**src/rtl/multi_drive_ctrl_if.sv**
```systemverilog
// Shared Shugart-style FDC bus: host-side controls in, active-low status and debug track out.
// master = FDC/host side, slave = drive controller.
interface multi_drive_ctrl_if #(
   parameter int NUM_DRIVES = 2
);
   logic [NUM_DRIVES-1:0] drive_sel;
   logic                  motor_on;
   logic                  dir_sel;
   logic                  step;
   logic                  dens_sel;
   logic                  index;
   logic                  track_0;
   logic                  wr_protect;
   logic                  ready;
   logic [6:0]            cur_track;

   modport master (
      output drive_sel, motor_on, dir_sel, step, dens_sel,
      input  index, track_0, wr_protect, ready, cur_track
   );

   modport slave (
      input  drive_sel, motor_on, dir_sel, step, dens_sel,
      output index, track_0, wr_protect, ready, cur_track
   );
endinterface

```
**src/rtl/multi_drive_ctrl.sv**
```systemverilog
// Multi-drive floppy controller: select decode, rate-limited 4-phase steppers, spindle gating, spin-up and index stretch.
// Inputs pass a 2-FF sync (+1 cycle for step edges); STEP_QUEUE_EN queues steps that arrive mid-step instead of dropping them.
module multi_drive_ctrl #(
   parameter int NUM_DRIVES    = 2,
   parameter int MAX_TRACK     = 79,
   parameter int STEP_CYCLES   = 144000,
   parameter int HOLD_CYCLES   = 960000,
   parameter int SPINUP_CYCLES = 24000000,
   parameter int INDEX_CYCLES  = 192
) (
   input  logic                    clk,
   input  logic                    rst,
   multi_drive_ctrl_if.slave       fdc,
   input  logic [NUM_DRIVES-1:0]   ind_sens,
   input  logic [NUM_DRIVES-1:0]   t00_sens,
   input  logic [NUM_DRIVES-1:0]   wpr_sens,
   input  logic [NUM_DRIVES-1:0]   dsk_sens,
   output logic [4*NUM_DRIVES-1:0] step_drv,
   output logic [NUM_DRIVES-1:0]   spin_en,
   output logic [NUM_DRIVES-1:0]   spin_ss,
   output logic [NUM_DRIVES-1:0]   dsk_LED
);
   localparam int TMAX = (HOLD_CYCLES > STEP_CYCLES) ? HOLD_CYCLES : STEP_CYCLES;
   localparam int TW   = $clog2(TMAX + 1);
   localparam int UW   = $clog2(SPINUP_CYCLES + 1);
   localparam int IW   = $clog2(INDEX_CYCLES + 1);
   localparam int SW   = (NUM_DRIVES > 1) ? $clog2(NUM_DRIVES) : 1;
   localparam int YW   = 5 * NUM_DRIVES + 4;

   // Synchroniser idles with active-low controls released and sensors inactive.
   localparam logic [YW-1:0] SYNC_RST = {{NUM_DRIVES{1'b1}}, 4'b1010, {(4 * NUM_DRIVES){1'b0}}};

   typedef enum logic [1:0] {
      ST_IDLE,
      ST_STEP,
      ST_HOLD
   } step_state_e;

   function automatic logic [3:0] coil_of(input logic [1:0] p);
      logic [3:0] c;
      c = 4'b0011;
      case (p)
         2'd0: c = 4'b0011;
         2'd1: c = 4'b0110;
         2'd2: c = 4'b1100;
         2'd3: c = 4'b1001;
         default: c = 4'b0011;
      endcase
      return c;
   endfunction

   logic [YW-1:0]         sync_in;
   logic [YW-1:0]         meta_q, meta_d;
   logic [YW-1:0]         sync_q, sync_d;

   logic [NUM_DRIVES-1:0] drive_sel_s;
   logic                  motor_on_s;
   logic                  dir_s;
   logic                  step_s;
   logic                  dens_s;
   logic [NUM_DRIVES-1:0] ind_s;
   logic [NUM_DRIVES-1:0] t00_s;
   logic [NUM_DRIVES-1:0] wpr_s;
   logic [NUM_DRIVES-1:0] dsk_s;

   logic                  step_prev_q, step_prev_d;
   logic [NUM_DRIVES-1:0] ind_prev_q, ind_prev_d;
   logic                  step_edge;

   logic                  sel_vld;
   logic [SW-1:0]         sel_idx;

   step_state_e           state_q    [NUM_DRIVES];
   step_state_e           state_d    [NUM_DRIVES];
   logic [1:0]            phase_q    [NUM_DRIVES];
   logic [1:0]            phase_d    [NUM_DRIVES];
   logic [6:0]            track_q    [NUM_DRIVES];
   logic [6:0]            track_d    [NUM_DRIVES];
   logic [TW-1:0]         timer_q    [NUM_DRIVES];
   logic [TW-1:0]         timer_d    [NUM_DRIVES];
   logic [UW-1:0]         spin_cnt_q [NUM_DRIVES];
   logic [UW-1:0]         spin_cnt_d [NUM_DRIVES];
   logic [IW-1:0]         idx_cnt_q  [NUM_DRIVES];
   logic [IW-1:0]         idx_cnt_d  [NUM_DRIVES];

   logic [NUM_DRIVES-1:0] spin_en_q, spin_en_d;
   logic [NUM_DRIVES-1:0] spin_ss_q, spin_ss_d;
   logic [NUM_DRIVES-1:0] led_q, led_d;

`ifdef STEP_QUEUE_EN
   logic [2:0]            q_cnt_q    [NUM_DRIVES];
   logic [2:0]            q_cnt_d    [NUM_DRIVES];
   logic [NUM_DRIVES-1:0] q_dir_q, q_dir_d;
`endif

   assign sync_in = {fdc.drive_sel, fdc.motor_on, fdc.dir_sel, fdc.step, fdc.dens_sel,
                     ind_sens, t00_sens, wpr_sens, dsk_sens};
   assign {drive_sel_s, motor_on_s, dir_s, step_s, dens_s, ind_s, t00_s, wpr_s, dsk_s} = sync_q;

   always_comb begin
      meta_d      = sync_in;
      sync_d      = meta_q;
      step_prev_d = step_s;
      ind_prev_d  = ind_s;
   end

   assign step_edge = step_prev_q & ~step_s;

   // Descending scan so the lowest active select wins.
   always_comb begin
      sel_vld = 1'b0;
      sel_idx = '0;
      for (int n = NUM_DRIVES - 1; n >= 0; n--) begin
         if (!drive_sel_s[n]) begin
            sel_vld = 1'b1;
            sel_idx = SW'(n);
         end
      end
   end

   always_comb begin
      logic req;
      logic try_step;
      logic try_dir;
      logic blocked;
`ifdef STEP_QUEUE_EN
      logic [2:0] qm;
      logic       qdm;
      q_dir_d = q_dir_q;
`endif
      for (int n = 0; n < NUM_DRIVES; n++) begin
         state_d[n] = state_q[n];
         phase_d[n] = phase_q[n];
         track_d[n] = track_q[n];
         timer_d[n] = timer_q[n];
`ifdef STEP_QUEUE_EN
         q_cnt_d[n] = q_cnt_q[n];
         qm         = q_cnt_q[n];
         qdm        = q_dir_q[n];
`endif
         req      = step_edge && sel_vld && (sel_idx == SW'(n));
         try_step = 1'b0;
         try_dir  = dir_s;

         case (state_q[n])
            ST_IDLE: begin
               try_step = req;
            end
            ST_HOLD: begin
               if (timer_q[n] == '0) begin
                  state_d[n] = ST_IDLE;
               end else begin
                  timer_d[n] = timer_q[n] - TW'(1);
               end
               try_step = req;
            end
            ST_STEP: begin
`ifdef STEP_QUEUE_EN
               // A direction reversal discards older pending steps.
               if (req) begin
                  if (qm == 3'd0 || qdm != dir_s) begin
                     qm  = 3'd1;
                     qdm = dir_s;
                  end else if (qm != 3'd7) begin
                     qm = qm + 3'd1;
                  end
               end
               q_cnt_d[n] = qm;
               q_dir_d[n] = qdm;
`endif
               if (timer_q[n] == '0) begin
                  state_d[n] = ST_HOLD;
                  timer_d[n] = TW'(HOLD_CYCLES - 1);
`ifdef STEP_QUEUE_EN
                  if (qm != 3'd0) begin
                     try_step   = 1'b1;
                     try_dir    = qdm;
                     q_cnt_d[n] = qm - 3'd1;
                  end
`endif
               end else begin
                  timer_d[n] = timer_q[n] - TW'(1);
               end
            end
            default: begin
               state_d[n] = ST_IDLE;
            end
         endcase

         blocked = try_dir ? t00_s[n] : (track_q[n] == 7'(MAX_TRACK));
         if (try_step && !blocked) begin
            state_d[n] = ST_STEP;
            timer_d[n] = TW'(STEP_CYCLES - 1);
            if (try_dir) begin
               phase_d[n] = phase_q[n] - 2'd1;
               if (track_q[n] != 7'd0) begin
                  track_d[n] = track_q[n] - 7'd1;
               end
            end else begin
               phase_d[n] = phase_q[n] + 2'd1;
               track_d[n] = track_q[n] + 7'd1;
            end
         end

         if (t00_s[n]) begin
            track_d[n] = '0;
         end
      end
   end

   always_comb begin
      spin_en_d = {NUM_DRIVES{~motor_on_s}} & dsk_s;
      spin_ss_d = {NUM_DRIVES{dens_s}};
      led_d     = dsk_s;
      for (int n = 0; n < NUM_DRIVES; n++) begin
         spin_cnt_d[n] = spin_cnt_q[n];
         if (!spin_en_q[n]) begin
            spin_cnt_d[n] = '0;
         end else if (spin_cnt_q[n] != UW'(SPINUP_CYCLES)) begin
            spin_cnt_d[n] = spin_cnt_q[n] + UW'(1);
         end

         idx_cnt_d[n] = idx_cnt_q[n];
         if (ind_s[n] && !ind_prev_q[n]) begin
            idx_cnt_d[n] = IW'(INDEX_CYCLES);
         end else if (idx_cnt_q[n] != '0) begin
            idx_cnt_d[n] = idx_cnt_q[n] - IW'(1);
         end
      end
   end

   always_ff @(posedge clk) begin
      if (rst) begin
         meta_q      <= SYNC_RST;
         sync_q      <= SYNC_RST;
         step_prev_q <= 1'b1;
         ind_prev_q  <= '0;
         spin_en_q   <= '0;
         spin_ss_q   <= '0;
         led_q       <= '0;
`ifdef STEP_QUEUE_EN
         q_dir_q     <= '0;
`endif
         for (int n = 0; n < NUM_DRIVES; n++) begin
            state_q[n]    <= ST_IDLE;
            phase_q[n]    <= '0;
            track_q[n]    <= '0;
            timer_q[n]    <= '0;
            spin_cnt_q[n] <= '0;
            idx_cnt_q[n]  <= '0;
`ifdef STEP_QUEUE_EN
            q_cnt_q[n]    <= '0;
`endif
         end
      end else begin
         meta_q      <= meta_d;
         sync_q      <= sync_d;
         step_prev_q <= step_prev_d;
         ind_prev_q  <= ind_prev_d;
         spin_en_q   <= spin_en_d;
         spin_ss_q   <= spin_ss_d;
         led_q       <= led_d;
`ifdef STEP_QUEUE_EN
         q_dir_q     <= q_dir_d;
`endif
         for (int n = 0; n < NUM_DRIVES; n++) begin
            state_q[n]    <= state_d[n];
            phase_q[n]    <= phase_d[n];
            track_q[n]    <= track_d[n];
            timer_q[n]    <= timer_d[n];
            spin_cnt_q[n] <= spin_cnt_d[n];
            idx_cnt_q[n]  <= idx_cnt_d[n];
`ifdef STEP_QUEUE_EN
            q_cnt_q[n]    <= q_cnt_d[n];
`endif
         end
      end
   end

   always_comb begin
      step_drv = '0;
      for (int n = 0; n < NUM_DRIVES; n++) begin
         if (state_q[n] != ST_IDLE) begin
            step_drv[4*n +: 4] = coil_of(phase_q[n]);
         end
      end
   end

   assign spin_en = spin_en_q;
   assign spin_ss = spin_ss_q;
   assign dsk_LED = led_q;

   always_comb begin
      logic rdy_n;
      rdy_n          = 1'b1;
      fdc.index      = 1'b1;
      fdc.track_0    = 1'b1;
      fdc.wr_protect = 1'b1;
      fdc.cur_track  = '0;
      if (sel_vld) begin
         rdy_n          = !(spin_cnt_q[sel_idx] == UW'(SPINUP_CYCLES));
         fdc.index      = !((idx_cnt_q[sel_idx] != '0) && !rdy_n);
         fdc.track_0    = !t00_s[sel_idx];
         fdc.wr_protect = !(wpr_s[sel_idx] || !dsk_s[sel_idx]);
         fdc.cur_track  = track_q[sel_idx];
      end
      fdc.ready = rdy_n;
   end
endmodule

```
**src/flat_wrapper.sv**
```systemverilog
// flat-port wrapper written by rule: the top's interface ports become plain ports
module multi_drive_ctrl_flat 
#(
   parameter int NUM_DRIVES    = 2,
   parameter int MAX_TRACK     = 79,
   parameter int STEP_CYCLES   = 144000,
   parameter int HOLD_CYCLES   = 960000,
   parameter int SPINUP_CYCLES = 24000000,
   parameter int INDEX_CYCLES  = 192
)
  (clk, rst, ind_sens, t00_sens, wpr_sens, dsk_sens, step_drv, spin_en, spin_ss, dsk_LED, fdc_drive_sel, fdc_motor_on, fdc_dir_sel, fdc_step, fdc_dens_sel, fdc_index, fdc_track_0, fdc_wr_protect, fdc_ready, fdc_cur_track);
  multi_drive_ctrl_if #(.NUM_DRIVES(NUM_DRIVES)) fdc_i ();
  input  logic clk;
  input  logic rst;
  input  logic [NUM_DRIVES-1:0] ind_sens;
  input  logic [NUM_DRIVES-1:0] t00_sens;
  input  logic [NUM_DRIVES-1:0] wpr_sens;
  input  logic [NUM_DRIVES-1:0] dsk_sens;
  output logic [4*NUM_DRIVES-1:0] step_drv;
  output logic [NUM_DRIVES-1:0] spin_en;
  output logic [NUM_DRIVES-1:0] spin_ss;
  output logic [NUM_DRIVES-1:0] dsk_LED;
  input wire logic [$bits(fdc_i.drive_sel)-1:0] fdc_drive_sel;
  input wire logic [$bits(fdc_i.motor_on)-1:0] fdc_motor_on;
  input wire logic [$bits(fdc_i.dir_sel)-1:0] fdc_dir_sel;
  input wire logic [$bits(fdc_i.step)-1:0] fdc_step;
  input wire logic [$bits(fdc_i.dens_sel)-1:0] fdc_dens_sel;
  output wire logic [$bits(fdc_i.index)-1:0] fdc_index;
  output wire logic [$bits(fdc_i.track_0)-1:0] fdc_track_0;
  output wire logic [$bits(fdc_i.wr_protect)-1:0] fdc_wr_protect;
  output wire logic [$bits(fdc_i.ready)-1:0] fdc_ready;
  output wire logic [$bits(fdc_i.cur_track)-1:0] fdc_cur_track;
  assign fdc_i.drive_sel = fdc_drive_sel;
  assign fdc_i.motor_on = fdc_motor_on;
  assign fdc_i.dir_sel = fdc_dir_sel;
  assign fdc_i.step = fdc_step;
  assign fdc_i.dens_sel = fdc_dens_sel;
  assign fdc_index = fdc_i.index;
  assign fdc_track_0 = fdc_i.track_0;
  assign fdc_wr_protect = fdc_i.wr_protect;
  assign fdc_ready = fdc_i.ready;
  assign fdc_cur_track = fdc_i.cur_track;
  multi_drive_ctrl #(.NUM_DRIVES(NUM_DRIVES), .MAX_TRACK(MAX_TRACK), .STEP_CYCLES(STEP_CYCLES), .HOLD_CYCLES(HOLD_CYCLES), .SPINUP_CYCLES(SPINUP_CYCLES), .INDEX_CYCLES(INDEX_CYCLES)) u_core (.clk(clk), .rst(rst), .fdc(fdc_i), .ind_sens(ind_sens), .t00_sens(t00_sens), .wpr_sens(wpr_sens), .dsk_sens(dsk_sens), .step_drv(step_drv), .spin_en(spin_en), .spin_ss(spin_ss), .dsk_LED(dsk_LED));
endmodule
```
**config.mk**
```make
export PLATFORM = sky130hd
export DESIGN_NAME = multi_drive_ctrl_flat
export DESIGN_NICKNAME = d
export VERILOG_FILES = /design/src/rtl/multi_drive_ctrl_if.sv /design/src/rtl/multi_drive_ctrl.sv /design/src/flat_wrapper.sv
export SDC_FILE = /design/constraint.sdc
export NUM_CORES = 1
export LEC_CHECK = 0
export ABC_AREA = 1
export CAP_MARGIN = 20
export CELL_PAD_IN_SITES_DETAIL_PLACEMENT = 2
export CELL_PAD_IN_SITES_GLOBAL_PLACEMENT = 2
export CORE_MARGIN = 4
export CORE_UTILIZATION = 30
export CTS_BUF_LIST = sky130_fd_sc_hd__clkbuf_2
export CTS_CLUSTER_DIAMETER = 200
export DETAILED_ROUTE_END_ITERATION = 10
export GPL_TIMING_DRIVEN = 0
export PLACE_DENSITY = 0.73
export SLEW_MARGIN = 20
export SYNTH_ARGS = -nofsm -noshare
export SYNTH_HDL_FRONTEND = slang
export SYNTH_SLANG_ARGS = --single-unit
```
**constraint.sdc**
```tcl
create_clock -name clk -period 2.1 [get_ports clk]
set_clock_uncertainty 0.1 [all_clocks]
set_input_delay 0.315 -clock clk [delete_from_list [all_inputs] [get_ports clk]]
set_output_delay 0.315 -clock clk [all_outputs]
set_load 0.01 [all_outputs]
```
; Word-level counts from Yosys, hierarchy flattened
; Memories as Yosys holds them, arrays and structs flattened.
; Index checks and enable logic that the tools add are counted.
[totals]
ramBits = 128
memories = 6
output_inout_bits = 25
register_bits = 36
in_bits = 16
[mem_list]
columns = memory, words, word_bits, rd, rd_clocked_by_memory_dff, write_ports, line_no
row1 = u_core.spin_cnt_q, 2, 25, 3, 0, 2, multi_drive_ctrl.sv:81  ; logic [UW-1:0] spin_cnt_q [NUM_DRIVES];
row2 = u_core.timer_q, 2, 20, 2, 0, 2, multi_drive_ctrl.sv:79  ; logic [TW-1:0] timer_q [NUM_DRIVES];
row3 = u_core.idx_cnt_q, 2, 8, 3, 0, 2, multi_drive_ctrl.sv:83  ; logic [IW-1:0] idx_cnt_q [NUM_DRIVES];
row4 = u_core.track_q, 2, 7, 3, 0, 2, multi_drive_ctrl.sv:77  ; logic [6:0] track_q [NUM_DRIVES];
row5 = u_core.phase_q, 2, 2, 2, 0, 2, multi_drive_ctrl.sv:75  ; logic [1:0] phase_q [NUM_DRIVES];
row6 = u_core.state_q, 2, 2, 2, 0, 2, multi_drive_ctrl.sv:73  ; step_state_e state_q [NUM_DRIVES];
[op_classes]
n_mux = 73
bitwise = 17
magnitude_cmp = 1
n_reduce_logical = 33
n_eq_ne = 15
n_addsub = 14
[ops]
columns = cell, n
row1 = 20-bit two-way mux, 8
row2 = 25-bit two-way mux, 6
row3 = 20-bit case mux with 2 select lines, 2
row4 = 7-bit two-way mux, 11
row5 = "25-bit by 1-bit adder with 25-bit output, second input constant", 2
row6 = "25-bit inequality test, second input constant", 2
row7 = 8-bit two-way mux, 6
row8 = 20-bit logical NOT, 2
row9 = "20-bit by 1-bit subtractor with 20-bit output, second input constant", 2
row10 = 4-bit case mux with 4 select lines, 2
row11 = 2-bit two-way mux, 14
row12 = "25-bit == test, second input constant", 1
row13 = 8-bit nonzero test, 3
row14 = 1-bit two-way mux, 20
row15 = "8-bit by 1-bit subtractor with 8-bit output, second input constant", 2
row16 = "7-bit by 1-bit adder with 7-bit output, second input constant", 2
row17 = "7-bit == test, second input constant", 2
row18 = 7-bit nonzero test, 2
row19 = "7-bit by 1-bit subtractor with 7-bit output, second input constant", 2
row20 = "2-bit == test, second input constant", 6
row21 = 1-bit bitwise OR, 12
row22 = 2-bit case mux with 3 select lines, 2
row23 = 1-bit logical NOT, 9
row24 = "2-bit by 1-bit == test with 1-bit output, second input constant", 4
row25 = 12 further kinds, 29

; Longest topological paths before layout
[depth]
word_depth = 9
depth_mapped = 12

; Worst setup path after synthesis
; OpenSTA, ideal clock, no wires.
[synth_timing]
path_kind = flip-flop to flip-flop
startpoint = register u_core.sync_q[10]
endpoint = memory u_core.track_q[1][6]
setup_slack_ns = 0.000
arrival_time_ns = 1.925
period_less_slack_ns = 2.100
t_required_ns = 1.924
stages_incl_launch_ff = 10
setup_time_ns = 0.076
n_path_buf = 1
cell_sequence = dfxtp_1 > buf_2 > inv_1 > fa_1 > o21ai_0 > nand2_1 > nand2_1 > xor2_1 > nand2_1 > a21boi_0
[synth_lines]
columns = element, line_no
row1 = "start, declared", multi_drive_ctrl.sv:54  ; logic [YW-1:0] sync_q, sync_d;
row2 = "start signal, assigned", multi_drive_ctrl.sv:257  ; sync_q <= sync_d;
row3 = "end, declared", multi_drive_ctrl.sv:77

==> flow_summary.yaml <==
status:
  status: "finished with violations"
  violations: "setup timing"
setup_path:
  path_class: "reg2out"
  critPathLaunchType: "register"
  cp.arrival_ns: 2.25
  required_ns: 1.68
  crit_fanout: 3
  worstSetupEndpointType: "output pin"
  rr_worst_depth: 9
placement:
  dp.cells: 1688
  dp_slack_ns: -0.5658
  dp.final_hpwl_um: 21350
  io_buffers: 40
  place_area_sq_um: 9550
  gp_routability_congestion: 0.7722
clocking:
  clkSlewWorstSetupHoldPaths_ns: 0.32
  cts_buffer_depth: 2
  h-tree-depth: 4
  cts_tree: "built"
  clk_latency_ns: 0.86
  root_buffer: "clkbuf_2"
  cts.sinks: 164
  cts_inserted_buffers: 17
hold_path:
  min_path_cells: 2
  min_path_type: "reg2reg"
route:
  wl_per_cell_um: 16.71
  routed_wl_um: 29660
  via_count: 8682
  drc_errors: 0
  drt_iter0_drc: 311
  ant_nets: 0
  firstDrtPassIters: 5
  viasPerCell: 4.891
grt:
  grt_antenna_before_repair: 1
  grt_pass1_wl_um: 48160
  grt_pass1_vias: 9321
  track_usage: 0.1900
  gr-total-overflow: 0
  grt_max_degree: 20
floorplanning:
  io_pins: 41
  design.die.area_sq_um: 31700
  die_y_um: 178.0
  initial_utilization: 0.3080
  die_x_um: 178.0
  rows: 61
  coreArea_sq_um: 28160
finish:
  stdcell_count: 1775
  layout.nets: 1429
  area_growth_pct: 24.27
  final_cell_area_sq_um: 10780
  drive_gt1_frac: 0.1891
timing:
  hold-worst-slack_ns: 0.3255
  worst_slew_pin_slew_ns: 0.7090
  setup_slack_ns: -0.5685
  max_freq_mhz: 374.7
  period_needed_ns: 2.669
  hold_violations: 0
  setup_viol: 20
  relSlewSlack: 0.5273
  slew_violations: 0
  rsz0062_at_grt: "true"
  finalCritPeriodShare: 1.271
synth:
  synth_top_family_by_area: "simple AND/OR/NAND/NOR gates"
  synth-xor-area-share: 0.03433
  syn_inst: 1270
  synthArstFlopShare: 0
  syn-num-nets: 1316
  synthesis.area_sq_um: 8675
  synth.distinct_cells: 48
  synth.area.mux_share: 0
  synth-main-ff-cell: "dfxtp_1"
  synth-simple-area-share: 0.3267
  synthAdderAreaFrac: 0.04500
  synth_edf_count: 0
  yosysSeqAreaShare: 0.3785
  synth-compound-area-share: 0.1204
  ys_ff_latch: 164
  avgSynthCellArea_sq_um: 6.830
  ys_warn_count: 0
power:
  power.density_nw_per_um2: 629.6
  leakagePower_uw: 0.004778
  irDropWorstVdd_v: 0.0002475
flow_run:
  drv_cap: 0
==> layout by cell type, fill, tap and decap left out, drive strengths merged, types with 6 or more instances in the layout <==
| cell | netlist | layout |
|---|---|---|
| buf | 9 | 68 |
| a21oi | 95 | 95 |
| dlygate4sd3 | 0 | 14 |
| nand3 | 75 | 75 |
| nor2 | 199 | 199 |
| clkinv | 0 | 6 |
| ha | 28 | 28 |
| clkbuf | 9 | 27 |
| or2 | 12 | 12 |
| xnor2 | 11 | 11 |
| nor3 | 37 | 37 |
| nand4 | 30 | 30 |
| inv | 193 | 200 |
| clkdlybuf4s50 | 0 | 15 |
| nand2 | 267 | 267 |
| o21ai | 77 | 77 |
| xor2 | 23 | 23 |
| dfxtp | 164 | 164 |
==> flip-flops by register name, summed over array words and instances (netlist names), 4 cells and up <==
register,cells
u_core.spin_cnt_q,50
u_core.timer_q,40
u_core.idx_cnt_q,16
u_core.meta_q,14
u_core.sync_q,14
u_core.track_q,14
u_core.phase_q,4
u_core.state_q,4
==> cell families after synthesis <==
kind of cell	Yosys count
simple gates	635
fa+ha+maj	30
xor+xnor	34
buf+inv	211
flops	164
compound gates	196
==> layout make-up <==
type / count / area [sq um]
Fill cell: 3330 / 17380
Multi-Input combinational cell: 895 / 5011
Sequential cell: 164 / 3356
Timing Repair Buffer: 95 / 817.0
Inverter: 193 / 753.2
Tap cell: 378 / 473.0
Clock inverter: 15 / 180.2
Buffer: 17 / 102.6
Clock buffer: 17 / 85.08
Antenna cell: 1 / 2.502
==> report_power, final <==
group | total (uW) | internal (uW) | switching [uW] | leakage [uW]
Sequential | 3400 | 3280 | 124 | 0.00135
Clock | 1920 | 423 | 1500 | 0.000153
Combinational | 1470 | 547 | 919 | 0.00327
==> through the flow <==
step / util / power, uW / setup TNS (ns)
after floorplan: - / 4350 / 0
after global placement: 0.3391 / 4661 / -19.65
after detailed placement: 0.3391 / 4724 / -24.69
after CTS: 0.3695 / 6757 / -5.824
after global routing: 0.3828 / 7257 / -8.293
final: 0.3828 / 6787 / -4.721
==> cell usage after synthesis, drive strengths merged (5+ instances only) <==
cell type,n,area share
nand3,75,0.048
nor4,5,0.0036
o21ai,77,0.044
a21oi,95,0.056
xnor2,11,0.011
buf,9,0.0076
dfxtp,164,0.38
nor3,37,0.023
ha,28,0.040
nor2,199,0.093
nand4,30,0.022
nand2,267,0.12
xor2,23,0.023
clkbuf,9,0.0039
inv,193,0.084
or2,12,0.0087
==> critical path, stage by stage, from the launching register on <==
cell	delay, ns
dfxtp_4	0.44
nor3_4	0.19
nand3_2	0.13
nor3_4	0.23
nand2_2	0.08
o21ai_2	0.08
nand3_1	0.10
buf_2	0.15
==> timing repair <==
action                                  CTS  global route
cloned                                    0             0
hold endpoints to repair                 14             0
buffers inserted                         27            17
gates resized for setup                 189           101
hold buffers                             14             0
pin swaps                                20            21
endpoints found under the setup margin   81            69
==> routing by layer <==
metal	vias to the layer above	global-route usage	wire length [um]	part of all wire
met4	0	0.03481	247	0.0083
li1	4305	-	-	-
met5	-	0	0	0
met3	17	0.03073	571	0.019
met1	4302	0.2320	13350	0.45
met2	58	0.3534	15490	0.52
==> final timing paths <==
| check | start | end | slack (ns) |
|---|---|---|---|
| setup / recovery | u_core.spin_cnt_q[0][3]$_SDFFE_PP0P_ | fdc_index | -0.57 |
| hold / removal | u_core.meta_q[10]$_SDFF_PP0_ | u_core.sync_q[10]$_SDFF_PP0_ | 0.33 |
| setup reg to reg | u_core.spin_cnt_q[0][1]$_SDFFE_PP0P_ | u_core.spin_cnt_q[0][18]$_SDFFE_PP0P_ | -0.03 |
| hold reg to reg | u_core.meta_q[10]$_SDFF_PP0_ | u_core.sync_q[10]$_SDFF_PP0_ | 0.33 |
Note: power is estimated with default switching activity, not from simulation.
